## src/rtl/exec_pkg.sv

```systemverilog
// Shared types and default widths for the execute/writeback stage.
// Optional operand forwarding is enabled with the EXEC_FWD_EN macro.
package exec_pkg;

  localparam int unsigned EXEC_DW = 8;
  localparam int unsigned EXEC_AW = 3;

  typedef enum logic [3:0] {
    OP_ADD  = 4'd0,
    OP_SUB  = 4'd1,
    OP_AND  = 4'd2,
    OP_OR   = 4'd3,
    OP_XOR  = 4'd4,
    OP_SHL  = 4'd5,
    OP_SHR  = 4'd6,
    OP_PASS = 4'd7,
    OP_MUL  = 4'd8,
    OP_NOP  = 4'd15
  } op_t;

  typedef enum logic [1:0] {
    ST_IDLE = 2'd0,
    ST_MUL  = 2'd1,
    ST_DONE = 2'd2
  } state_t;

endpackage

```

## src/rtl/exec_mul.sv

```systemverilog
// Iterative shift-add multiplier: one multiplier bit per cycle, LSB first.
// The low product byte builds up in the multiplier register as it shifts out.
module exec_mul #(
  parameter int unsigned DW = 8
) (
  input  logic          clk,
  input  logic          rst_n,
  input  logic          start,
  input  logic          run,
  input  logic [DW-1:0] a,
  input  logic [DW-1:0] b,
  output logic          done_c,
  output logic [DW-1:0] prod_c,
  output logic          hi_nz_c
);

  localparam int unsigned CW = $clog2(DW);

  logic [DW-1:0] mcand_q, mcand_d;
  logic [DW-1:0] mplier_q, mplier_d;
  logic [DW-1:0] acc_q, acc_d;
  logic [CW-1:0] cnt_q, cnt_d;
  logic [DW:0]   sum;
  logic [DW-1:0] step_acc;
  logic [DW-1:0] step_mplier;

  // One shift-add step; the sum's LSB drops into the vacated multiplier MSB.
  always_comb begin
    sum         = {1'b0, acc_q} + (mplier_q[0] ? {1'b0, mcand_q} : '0);
    step_acc    = sum[DW:1];
    step_mplier = {sum[0], mplier_q[DW-1:1]};

    mcand_d  = mcand_q;
    mplier_d = mplier_q;
    acc_d    = acc_q;
    cnt_d    = cnt_q;
    if (start) begin
      mcand_d  = a;
      mplier_d = b;
      acc_d    = '0;
      cnt_d    = '0;
    end else if (run) begin
      mplier_d = step_mplier;
      acc_d    = step_acc;
      cnt_d    = cnt_q + CW'(1);
    end

    done_c  = run && (cnt_q == CW'(DW - 1));
    prod_c  = step_mplier;
    hi_nz_c = (step_acc != '0);
  end

  always_ff @(posedge clk or negedge rst_n) begin
    if (!rst_n) begin
      mcand_q  <= '0;
      mplier_q <= '0;
      acc_q    <= '0;
      cnt_q    <= '0;
    end else begin
      mcand_q  <= mcand_d;
      mplier_q <= mplier_d;
      acc_q    <= acc_d;
      cnt_q    <= cnt_d;
    end
  end

endmodule

```

## src/rtl/exec_stage.sv

```systemverilog
// Execute/writeback stage: single-cycle ALU plus 8-cycle multiply feeding the regfile write port.
// Define EXEC_FWD_EN to forward the previous writeback onto matching source operands.
module exec_stage
  import exec_pkg::*;
#(
  parameter int unsigned DW = EXEC_DW,
  parameter int unsigned AW = EXEC_AW
) (
  input  logic          clk,
  input  logic          rst_n,
  input  logic          in_valid,
  output logic          in_ready,
  input  logic [3:0]    op,
  input  logic [AW-1:0] ra,
  input  logic [AW-1:0] rb,
  input  logic [AW-1:0] rd,
  input  logic [DW-1:0] opa,
  input  logic [DW-1:0] opb,
  output logic          wb_en,
  output logic [AW-1:0] wb_addr,
  output logic [DW-1:0] wb_data,
  output logic          flag_c,
  output logic          flag_z,
  output logic          busy
);

  state_t        state_q, state_d;
  logic          wb_en_q, wb_en_d;
  logic [AW-1:0] wb_addr_q, wb_addr_d;
  logic [DW-1:0] wb_data_q, wb_data_d;
  logic          flag_c_q, flag_c_d;
  logic          flag_z_q, flag_z_d;
  logic          busy_q, busy_d;
  logic [AW-1:0] mul_rd_q, mul_rd_d;

  logic [DW-1:0] opa_eff, opb_eff;
  logic [DW-1:0] alu_res;
  logic          alu_c;
  logic          alu_wr;
  logic [DW:0]   alu_sum;
  logic          mul_start;
  logic          mul_done;
  logic [DW-1:0] mul_prod;
  logic          mul_hi_nz;

`ifdef EXEC_FWD_EN
  assign opa_eff = (wb_en_q && (wb_addr_q == ra)) ? wb_data_q : opa;
  assign opb_eff = (wb_en_q && (wb_addr_q == rb)) ? wb_data_q : opb;
`else
  logic unused_src_addr;
  assign unused_src_addr = ^{ra, rb};
  assign opa_eff = opa;
  assign opb_eff = opb;
`endif

  // Single-cycle ALU; reserved encodings fall through as no-writeback.
  always_comb begin
    alu_sum = '0;
    alu_res = '0;
    alu_c   = flag_c_q;
    alu_wr  = 1'b1;
    case (op_t'(op))
      OP_ADD: begin
        alu_sum = {1'b0, opa_eff} + {1'b0, opb_eff};
        alu_res = alu_sum[DW-1:0];
        alu_c   = alu_sum[DW];
      end
      OP_SUB: begin
        alu_sum = {1'b0, opa_eff} - {1'b0, opb_eff};
        alu_res = alu_sum[DW-1:0];
        alu_c   = alu_sum[DW];
      end
      OP_AND:  alu_res = opa_eff & opb_eff;
      OP_OR:   alu_res = opa_eff | opb_eff;
      OP_XOR:  alu_res = opa_eff ^ opb_eff;
      OP_SHL: begin
        alu_res = {opa_eff[DW-2:0], 1'b0};
        alu_c   = opa_eff[DW-1];
      end
      OP_SHR: begin
        alu_res = {1'b0, opa_eff[DW-1:1]};
        alu_c   = opa_eff[0];
      end
      OP_PASS: alu_res = opb_eff;
      default: alu_wr = 1'b0;
    endcase
  end

  exec_mul #(.DW(DW)) u_mul (
    .clk     (clk),
    .rst_n   (rst_n),
    .start   (mul_start),
    .run     (state_q == ST_MUL),
    .a       (opa_eff),
    .b       (opb_eff),
    .done_c  (mul_done),
    .prod_c  (mul_prod),
    .hi_nz_c (mul_hi_nz)
  );

  // Next-state and registered-output logic.
  always_comb begin
    state_d   = state_q;
    wb_en_d   = 1'b0;
    wb_addr_d = wb_addr_q;
    wb_data_d = wb_data_q;
    flag_c_d  = flag_c_q;
    flag_z_d  = flag_z_q;
    mul_rd_d  = mul_rd_q;
    mul_start = 1'b0;
    case (state_q)
      ST_IDLE: begin
        if (in_valid) begin
          if (op_t'(op) == OP_MUL) begin
            mul_start = 1'b1;
            mul_rd_d  = rd;
            state_d   = ST_MUL;
          end else if (alu_wr) begin
            wb_en_d   = 1'b1;
            wb_addr_d = rd;
            wb_data_d = alu_res;
            flag_c_d  = alu_c;
            flag_z_d  = (alu_res == '0);
          end
        end
      end
      ST_MUL: begin
        if (mul_done) begin
          state_d   = ST_DONE;
          wb_en_d   = 1'b1;
          wb_addr_d = mul_rd_q;
          wb_data_d = mul_prod;
          flag_c_d  = mul_hi_nz;
          flag_z_d  = (mul_prod == '0);
        end
      end
      ST_DONE: state_d = ST_IDLE;
      default: state_d = ST_IDLE;
    endcase
    busy_d = (state_d != ST_IDLE);
  end

  always_ff @(posedge clk or negedge rst_n) begin
    if (!rst_n) begin
      state_q   <= ST_IDLE;
      wb_en_q   <= 1'b0;
      wb_addr_q <= '0;
      wb_data_q <= '0;
      flag_c_q  <= 1'b0;
      flag_z_q  <= 1'b0;
      busy_q    <= 1'b0;
      mul_rd_q  <= '0;
    end else begin
      state_q   <= state_d;
      wb_en_q   <= wb_en_d;
      wb_addr_q <= wb_addr_d;
      wb_data_q <= wb_data_d;
      flag_c_q  <= flag_c_d;
      flag_z_q  <= flag_z_d;
      busy_q    <= busy_d;
      mul_rd_q  <= mul_rd_d;
    end
  end

  assign in_ready = (state_q == ST_IDLE);
  assign wb_en    = wb_en_q;
  assign wb_addr  = wb_addr_q;
  assign wb_data  = wb_data_q;
  assign flag_c   = flag_c_q;
  assign flag_z   = flag_z_q;
  assign busy     = busy_q;

endmodule

```

## config.mk

```make
export PLATFORM = sky130hd
export DESIGN_NAME = exec_stage
export DESIGN_NICKNAME = d
export VERILOG_FILES = /design/src/rtl/exec_pkg.sv /design/src/rtl/exec_mul.sv /design/src/rtl/exec_stage.sv
export SDC_FILE = /design/constraint.sdc
export NUM_CORES = 1
export LEC_CHECK = 0
export CORE_ASPECT_RATIO = 0.6
export CORE_MARGIN = 1.5
export CORE_UTILIZATION = 65
export DETAILED_ROUTE_END_ITERATION = 12
export DONT_BUFFER_PORTS = 1
export PLACE_DENSITY = 0.86
export RECOVER_POWER = 100
export SYNTH_ARGS = -nofsm -noshare
export SYNTH_HDL_FRONTEND = slang
export SYNTH_SLANG_ARGS = --single-unit
```

## constraint.sdc

```tcl
create_clock -name clk -period 5 [get_ports clk]
set_clock_uncertainty 0.2 [all_clocks]
set_input_delay 1.5 -clock clk [delete_from_list [all_inputs] [get_ports clk]]
set_output_delay 1.5 -clock clk [all_outputs]
set_load 0.02 [all_outputs]
```

==> flow_summary.ini, run 1 <==
[worst_setup_path]
worstRegToRegCells = 11
cp_max_fo = 4
crit_path_top_delay_cell = or4_1
critPathLaunchType = primary input
r2r-start = u_mul.mplier_q[0]$_DFFE_PN0P_
ff2ff_setup_slack_ns = 1.95
crit_path_end = flag_z$_DFFE_PN0P_
worstSetupPathType = primary input to register
timing.rr.end = flag_c$_DFFE_PN0P_
end_kind = register
critPathMostFrequentCell = or4_1
path_cells = inv_1 -> ha_1 -> fa_1 -> xor2_1 -> a221oi_1 -> or3b_1 -> or4_1 -> or4_1 -> o31ai_2
critPathMaxStageDelay_ns = 0.57
crit_start = opa[0]
required_ns = 5.03
arrival_ns = 4.23

[placed_design]
place_congestion = 0.9746
dp.cells = 513
placed_area_um2 = 3720
io_buffers = 0
hpwl_um = 7048

[power_and_ir_drop]
p_leak_nw = 1.797
peakVddDrop_v = 0.0002989
p_sw_mw = 0.6714
internal_power_mw = 0.8607
clockPowerShare_pct = 15.8
power.density_nw_per_um2 = 402.5
switching_share_pct = 43.82
combPwrFrac_pct = 38.4
pwr-share-seq_pct = 45.8

[global_route]
grt_pass1_vias = 3235
grt_usage_pct = 32.93
grt_pass1_wl_um = 15550
antenna_found_initial = 0
grt_max_degree = 48
overflow = 0

[detailed_routing]
drt-initial-drc-count = 273
via_count = 3452
firstDrtPassIters = 5
ant_nets = 0
routed_wl_um = 9652
dr_wl_met3_um = 1233
wl_met1_um = 4341
drcViolationCount = 0
top_layer = met4
wl_met2_um = 3978
viasPerCell = 6.626
wire_per_inst_um = 18.53

[floorplanning]
die_w_um = 100.7
start_util_pct = 67.16
ios = 48
rows = 21
die_y_um = 61.63
dieArea_um2 = 6206
core_um2 = 5544

[timing]
setup_violations = 0
worst_pin_slew_ns = 1.779
final_hold_viol_count = 0
slew_viol_final = 44
rsz0062_at_grt = no
fin_setup_tns_ns = 0
fmax_ghz = 0.2378
fin_crit_sh_pct = 84.11
fin_crit_ns = 4.205
whs_ns = 0.2874
slew_headroom_pct = -18.61

[cells_and_area]
drive_gt1_share_pct = 3.401
fill_cells = 486
final_area_um2 = 3806
finalNonFillerCells = 521
area_delta_synth_final_pct = 2.218
final_nets = 509
num_antenna_cells = 0

[synthesis]
synthAdderAreaFrac_pct = 13.04
synth-edff-count = 0
synth-seq-cells = 47
syn_area_per_cell_um2 = 8.130
synth_xor_area_share_pct = 2.587
synthFlopType = dfrtp_1
async_reset_ff_share_pct = 100.0
synth_top_cell_by_area = dfrtp_1
synth_area_leaders = dfrtp_1 (32%), ha_1 (11%), nand2_1 (5.8%), o21ai_0 (5.1%), a21oi_1 (4.2%)
synth_compound_area_share_pct = 22.11
synth_cells = 458
yosysUniqueCellTypes = 58
synth_top_family_by_area = compound AO/OA/AOI/OAI gates
yosysSeqAreaShare_pct = 31.59
yosysWarnings = 0
muxShareOfSynthArea_pct = 2.789
synth_top_area_share_pct = 31.59
synth-simple-area-share_pct = 22.08
synth_fp_nets = 527
syn_area_um2 = 3724

[job]
maxCapViolations = 1

[cts]
clk_pin_slew_ns = 0.10
post_cts_buffers = 0
h-tree-depth = 2
clockRootBuffer = clkbuf_8
cts_tree = done
clk_latency_ns = 0.31
postCtsHoldBufs = 0
cts_made_buffers = 5
cts.sinks = 47
clockBufferDepth = 2
cts_resized = 0

[hold_path]
min_path_type = register to register
holdPathStages = 2
hp-start = u_mul.mcand_q[7]$_DFFE_PN0P_

[run_status]
violations = capacitance limit, slew limit
outcome = finished, violations left
## cells by family after synthesis
| logic type | after synthesis |
|---|---|
| DFF | 47 |
| muxes | 10 |
| xor gates and xnor gates | 11 |
| AOI/OAI and AO/OA | 129 |
| adders and majority gates | 37 |
| buffers and inverters | 53 |
| and+or+nand+nor | 171 |
## flip-flops by register name, indices dropped and copies added, names as in the netlist
name	flops
busy	1
wb_data	8
flag_z	1
state_q	2
wb_en	1
wb_addr	3
u_mul.mcand_q	8
flag_c	1
u_mul.mplier_q	8
u_mul.cnt_q	3
u_mul.acc_q	8
mul_rd_q	3
## power groups by stage
stage / combinational [mW] / clock (mW) / sequential [mW]
floorplan: 0.473 / 0 / 0.670
global placement: 0.552 / 0 / 0.699
detailed placement: 0.577 / 0 / 0.706
CTS: 0.579 / 0.245 / 0.699
global route: 0.659 / 0.258 / 0.721
finish: 0.589 / 0.242 / 0.701
## worst max-delay path: cells and delay by family
kind                       cells  cell delay (ns)
buffers and inverters          1             0.04
and+or+nand+nor                3             1.43
xor gates and xnor gates       1             0.16
adders and majority gates      2             0.65
AOI/OAI and AO/OA              2             0.45
## cells in the final DEF (no fill, tap or decap), types with 3 or more instances in the layout
cell type / count
nor3_1: 6
dfrtp_1: 47
o22ai_1: 5
nor4_1: 5
inv_1: 26
nor2_1: 39
a211o_1: 5
a211oi_1: 4
mux2i_1: 7
nand3_1: 15
clkbuf_8: 5
nand2_1: 58
a31oi_1: 9
xnor2_1: 5
nor2b_1: 9
ha_1: 34
nand4_1: 3
mux2_2: 3
o21ai_0: 38
fa_1: 3
or3_1: 3
nand2b_1: 9
a21o_1: 3
or4_1: 3
xor2_1: 6
a21oi_1: 31
and2_1: 12
o21bai_1: 4
## cell usage after synthesis, types with 12 or more instances
cell type and n:
and2_1 12, inv_1 26, a21oi_1 31, nor2_1 39, nand2_1 58, dfrtp_1 47, ha_1 34, nand3_1 15
o21ai_0 38, clkbuf_1 17
## layer usage
layer | GRT usage [%] | vias to the layer above
met5 | 0 | -
met4 | 7.646 | 0
met3 | 12.49 | 20
met2 | 48.26 | 210
met1 | 46.36 | 1638
li1 | - | 1584
## layout make-up
class                           instances  area [µm²]  share of cell area [%]
Inverter                               26       97.59                   2.564
Sequential cell                        47        1176                   30.90
Tap cell                               80       100.1                   2.630
Clock inverter                          3       25.02                  0.6575
Timing Repair Buffer                    2       7.507                  0.1972
Clock buffer                            5       68.82                   1.808
Multi-Input combinational cell        358        2331                   61.24
## worst min-delay path by stage
| stage | to |
|---|---|
| floorplan | u_mul.mcand_q[7]$_DFFE_PN0P_ |
| global placement | u_mul.mcand_q[7]$_DFFE_PN0P_ |
| detailed placement | u_mul.acc_q[4]$_DFFE_PN0P_ |
| CTS | u_mul.mcand_q[7]$_DFFE_PN0P_ |
| global route | u_mul.acc_q[7]$_DFFE_PN0P_ |
| finish | u_mul.mcand_q[7]$_DFFE_PN0P_ |
## stage by stage
step / worst slack, ns / utilization [%] / total power, mW
after floorplan: 0.7364 / - / 1.143
after global placement: 0.5508 / 67.10 / 1.251
after detailed placement: 0.5187 / 67.10 / 1.283
after CTS: 0.8486 / 68.79 / 1.523
after global routing: 0.6483 / 68.65 / 1.639
final: 0.7946 / 68.65 / 1.532
(Power assumes the default switching activity.)
==> run 2: changes to the inputs <==
--- a/config.mk
+++ b/config.mk
@@ -7,10 +7,10 @@
 export LEC_CHECK = 0
 export CORE_ASPECT_RATIO = 0.6
 export CORE_MARGIN = 1.5
-export CORE_UTILIZATION = 65
+export CORE_UTILIZATION = 58
 export DETAILED_ROUTE_END_ITERATION = 12
 export DONT_BUFFER_PORTS = 1
-export PLACE_DENSITY = 0.86
+export PLACE_DENSITY = 0.81
 export RECOVER_POWER = 100
 export SYNTH_ARGS = -nofsm -noshare
 export SYNTH_HDL_FRONTEND = slang
==> constraint.sdc (replaced) <==
create_clock -name clk -period 3.8 [get_ports clk]
set_clock_uncertainty 0.2 [all_clocks]
set_input_delay 1.14 -clock clk [delete_from_list [all_inputs] [get_ports clk]]
set_output_delay 1.14 -clock clk [all_outputs]
set_load 0.02 [all_outputs]
==> run 2 against run 1 <==
Net effect: the run still ends with capacitance limit, slew limit left; final area grew 5.2%; via count decreased by 0.26%; highest routed layer unchanged; die area rose by 12%.
==> flow_summary.ini, run 2 (synthesis gave the netlist of run 1 again) <==
[global_route]
antenna_found_initial = 0
overflow = 0
grt_pass1_wl_um = 16370
grt_max_degree = 48
grt_usage_pct = 30.62
grt_pass1_vias = 3130

[placed_design]
placed_area_um2 = 3905
io_buffers = 0
hpwl_um = 7677
dp.cells = 536
place_congestion = 0.9614
pre_cts_slack_ns = -0.1247

[worst_setup_path]
crit_family = simple AND/OR/NAND/NOR gates
arrival_ns = 3.66
worstSetupPathType = primary input to register
path_cells = ha_4 -> fa_2 -> nor2b_4 -> xnor2_1 -> a221oi_1 -> or3b_1 -> or4_1 -> or4_1 -> o31ai_2
ff2ff_setup_slack_ns = 0.68
required_ns = 3.82
critPathMostFrequentCell = or4_1
crit_path_top_delay_cell = or4_1
timing.rr.end = flag_c$_DFFE_PN0P_
cp_max_fo = 4
cp.depth = 9
end_kind = register
r2r-start = u_mul.mplier_q[0]$_DFFE_PN0P_
critPathMaxStageDelay_ns = 0.50
path_buf_inv = 0
worstRegToRegCells = 11
critPathLaunchType = primary input

[timing]
fin_crit_ns = 3.638
fmax_ghz = 0.2749
slew_viol_final = 43
fin_crit_sh_pct = 95.74
setup_violations = 0
worst_pin_slew_ns = 1.720
final_hold_viol_count = 0
whs_ns = 0.2868
rsz0062_at_grt = no
slew_headroom_pct = -14.69
worst_slack_ns = 0.1618

[cells_and_area]
fill_cells = 528
register_area_um2 = 1176
final_area_um2 = 4005
multi_input_area_um2 = 2369
final_common_cell = nand2_1
final_nets = 528
finalNonFillerCells = 544
final_cell_mix = nand2_1 (58), dfrtp_1 (47), nor2_1 (39)
num_antenna_cells = 0
area_delta_synth_final_pct = 7.560
drive_gt1_share_pct = 8.261

[cts]
cts_tree = done
postCtsHoldBufs = 0
cts_made_buffers = 5
post_cts_buffers = 0
clk_pin_slew_ns = 0.10
cts.sinks = 47
h-tree-depth = 2
clockBufferDepth = 2
clockRootBuffer = clkbuf_8
clk_latency_ns = 0.31
cts_resized = 0

[power_and_ir_drop]
power.density_nw_per_um2 = 528.2
p_leak_nw = 1.890
peakVddDrop_v = 0.0002727

[run_status]
violations = capacitance limit, slew limit
outcome = finished, violations left

[hold_path]
hp-start = u_mul.mcand_q[5]$_DFFE_PN0P_
holdPathStages = 2
hold-path-endpoint = u_mul.mcand_q[5]$_DFFE_PN0P_
min_path_type = register to register

[job]
maxCapViolations = 1

[floorplanning]
rows = 22
die_y_um = 65.07
dieArea_um2 = 6926
core_um2 = 6166
ios = 48
die_w_um = 106.4
start_util_pct = 60.39

[detailed_routing]
routed_wl_um = 9982
drt-initial-drc-count = 289
via_count = 3443
ant_nets = 0
firstDrtPassIters = 5
wire_per_inst_um = 18.35
drcViolationCount = 0
viasPerCell = 6.329
run 2: cell types whose count changed in the layout (fill, tap and decap cells not counted), sizes merged:
cell and change:
buf +16, clkbuf +3, clkinv -2, bufinv +1
inv +1
run 2: worst max path at each step:
stage	start	slack (ns)	to
finish	opa[0]	0.16	flag_z$_DFFE_PN0P_
global route	opa[2]	0.04	flag_z$_DFFE_PN0P_
CTS	opa[0]	0.18	flag_z$_DFFE_PN0P_
detailed placement	opa[0]	-0.12	flag_z$_DFFE_PN0P_
global placement	opa[0]	-0.09	flag_z$_DFFE_PN0P_
floorplan	opa[0]	-0.001	flag_z$_DFFE_PN0P_
run 2: area by class of cell:
type / instances / area share [%]
clock buffers: 5 / 1.718
clock inverters: 3 / 1.156
inverters: 26 / 2.437
multi-input cells: 358 / 59.14
flip-flops and latches: 47 / 29.37
well taps: 84 / 2.624
repair buffers: 21 / 3.561
run 2: worst register-to-register path: cells and delay by family, from the launching register on:
| kind | cells | cell delay (ns) |
|---|---|---|
| AND/OR/NAND/NOR | 3 | 0.56 |
| flip-flops | 1 | 0.51 |
| adder cells (fa/ha/maj) | 2 | 0.61 |
| AO/OA/AOI/OAI | 5 | 1.06 |
| buffers and inverters | 1 | 0.07 |
run 2: layer usage:
| layer | track usage (%) | vias to the layer above | share of wire (%) |
|---|---|---|---|
| li1 | - | 1617 | - |
| met3 | 8.853 | 11 | 13 |
| met2 | 42.42 | 203 | 39 |
| met5 | 0 | - | 0 |
| met1 | 46.78 | 1612 | 47 |
| met4 | 6.000 | 0 | 1.2 |
run 2: power breakdown:
part           total [mW]  switching [mW]  internal [mW]
combinational       0.812           0.476          0.335
sequential          0.922           0.229          0.693
clock               0.383           0.184          0.198
run 2: metrics by stage:
| step | power, mW | setup TNS, ns | util, % |
|---|---|---|---|
| global route | 2.257 | 0 | 64.96 |
| CTS | 2.110 | 0 | 65.20 |
| finish | 2.116 | 0 | 64.96 |
| global placement | 1.695 | -0.08913 | 63.33 |
| detailed placement | 1.729 | -0.1247 | 63.33 |
| floorplan | 1.507 | -0.001392 | - |
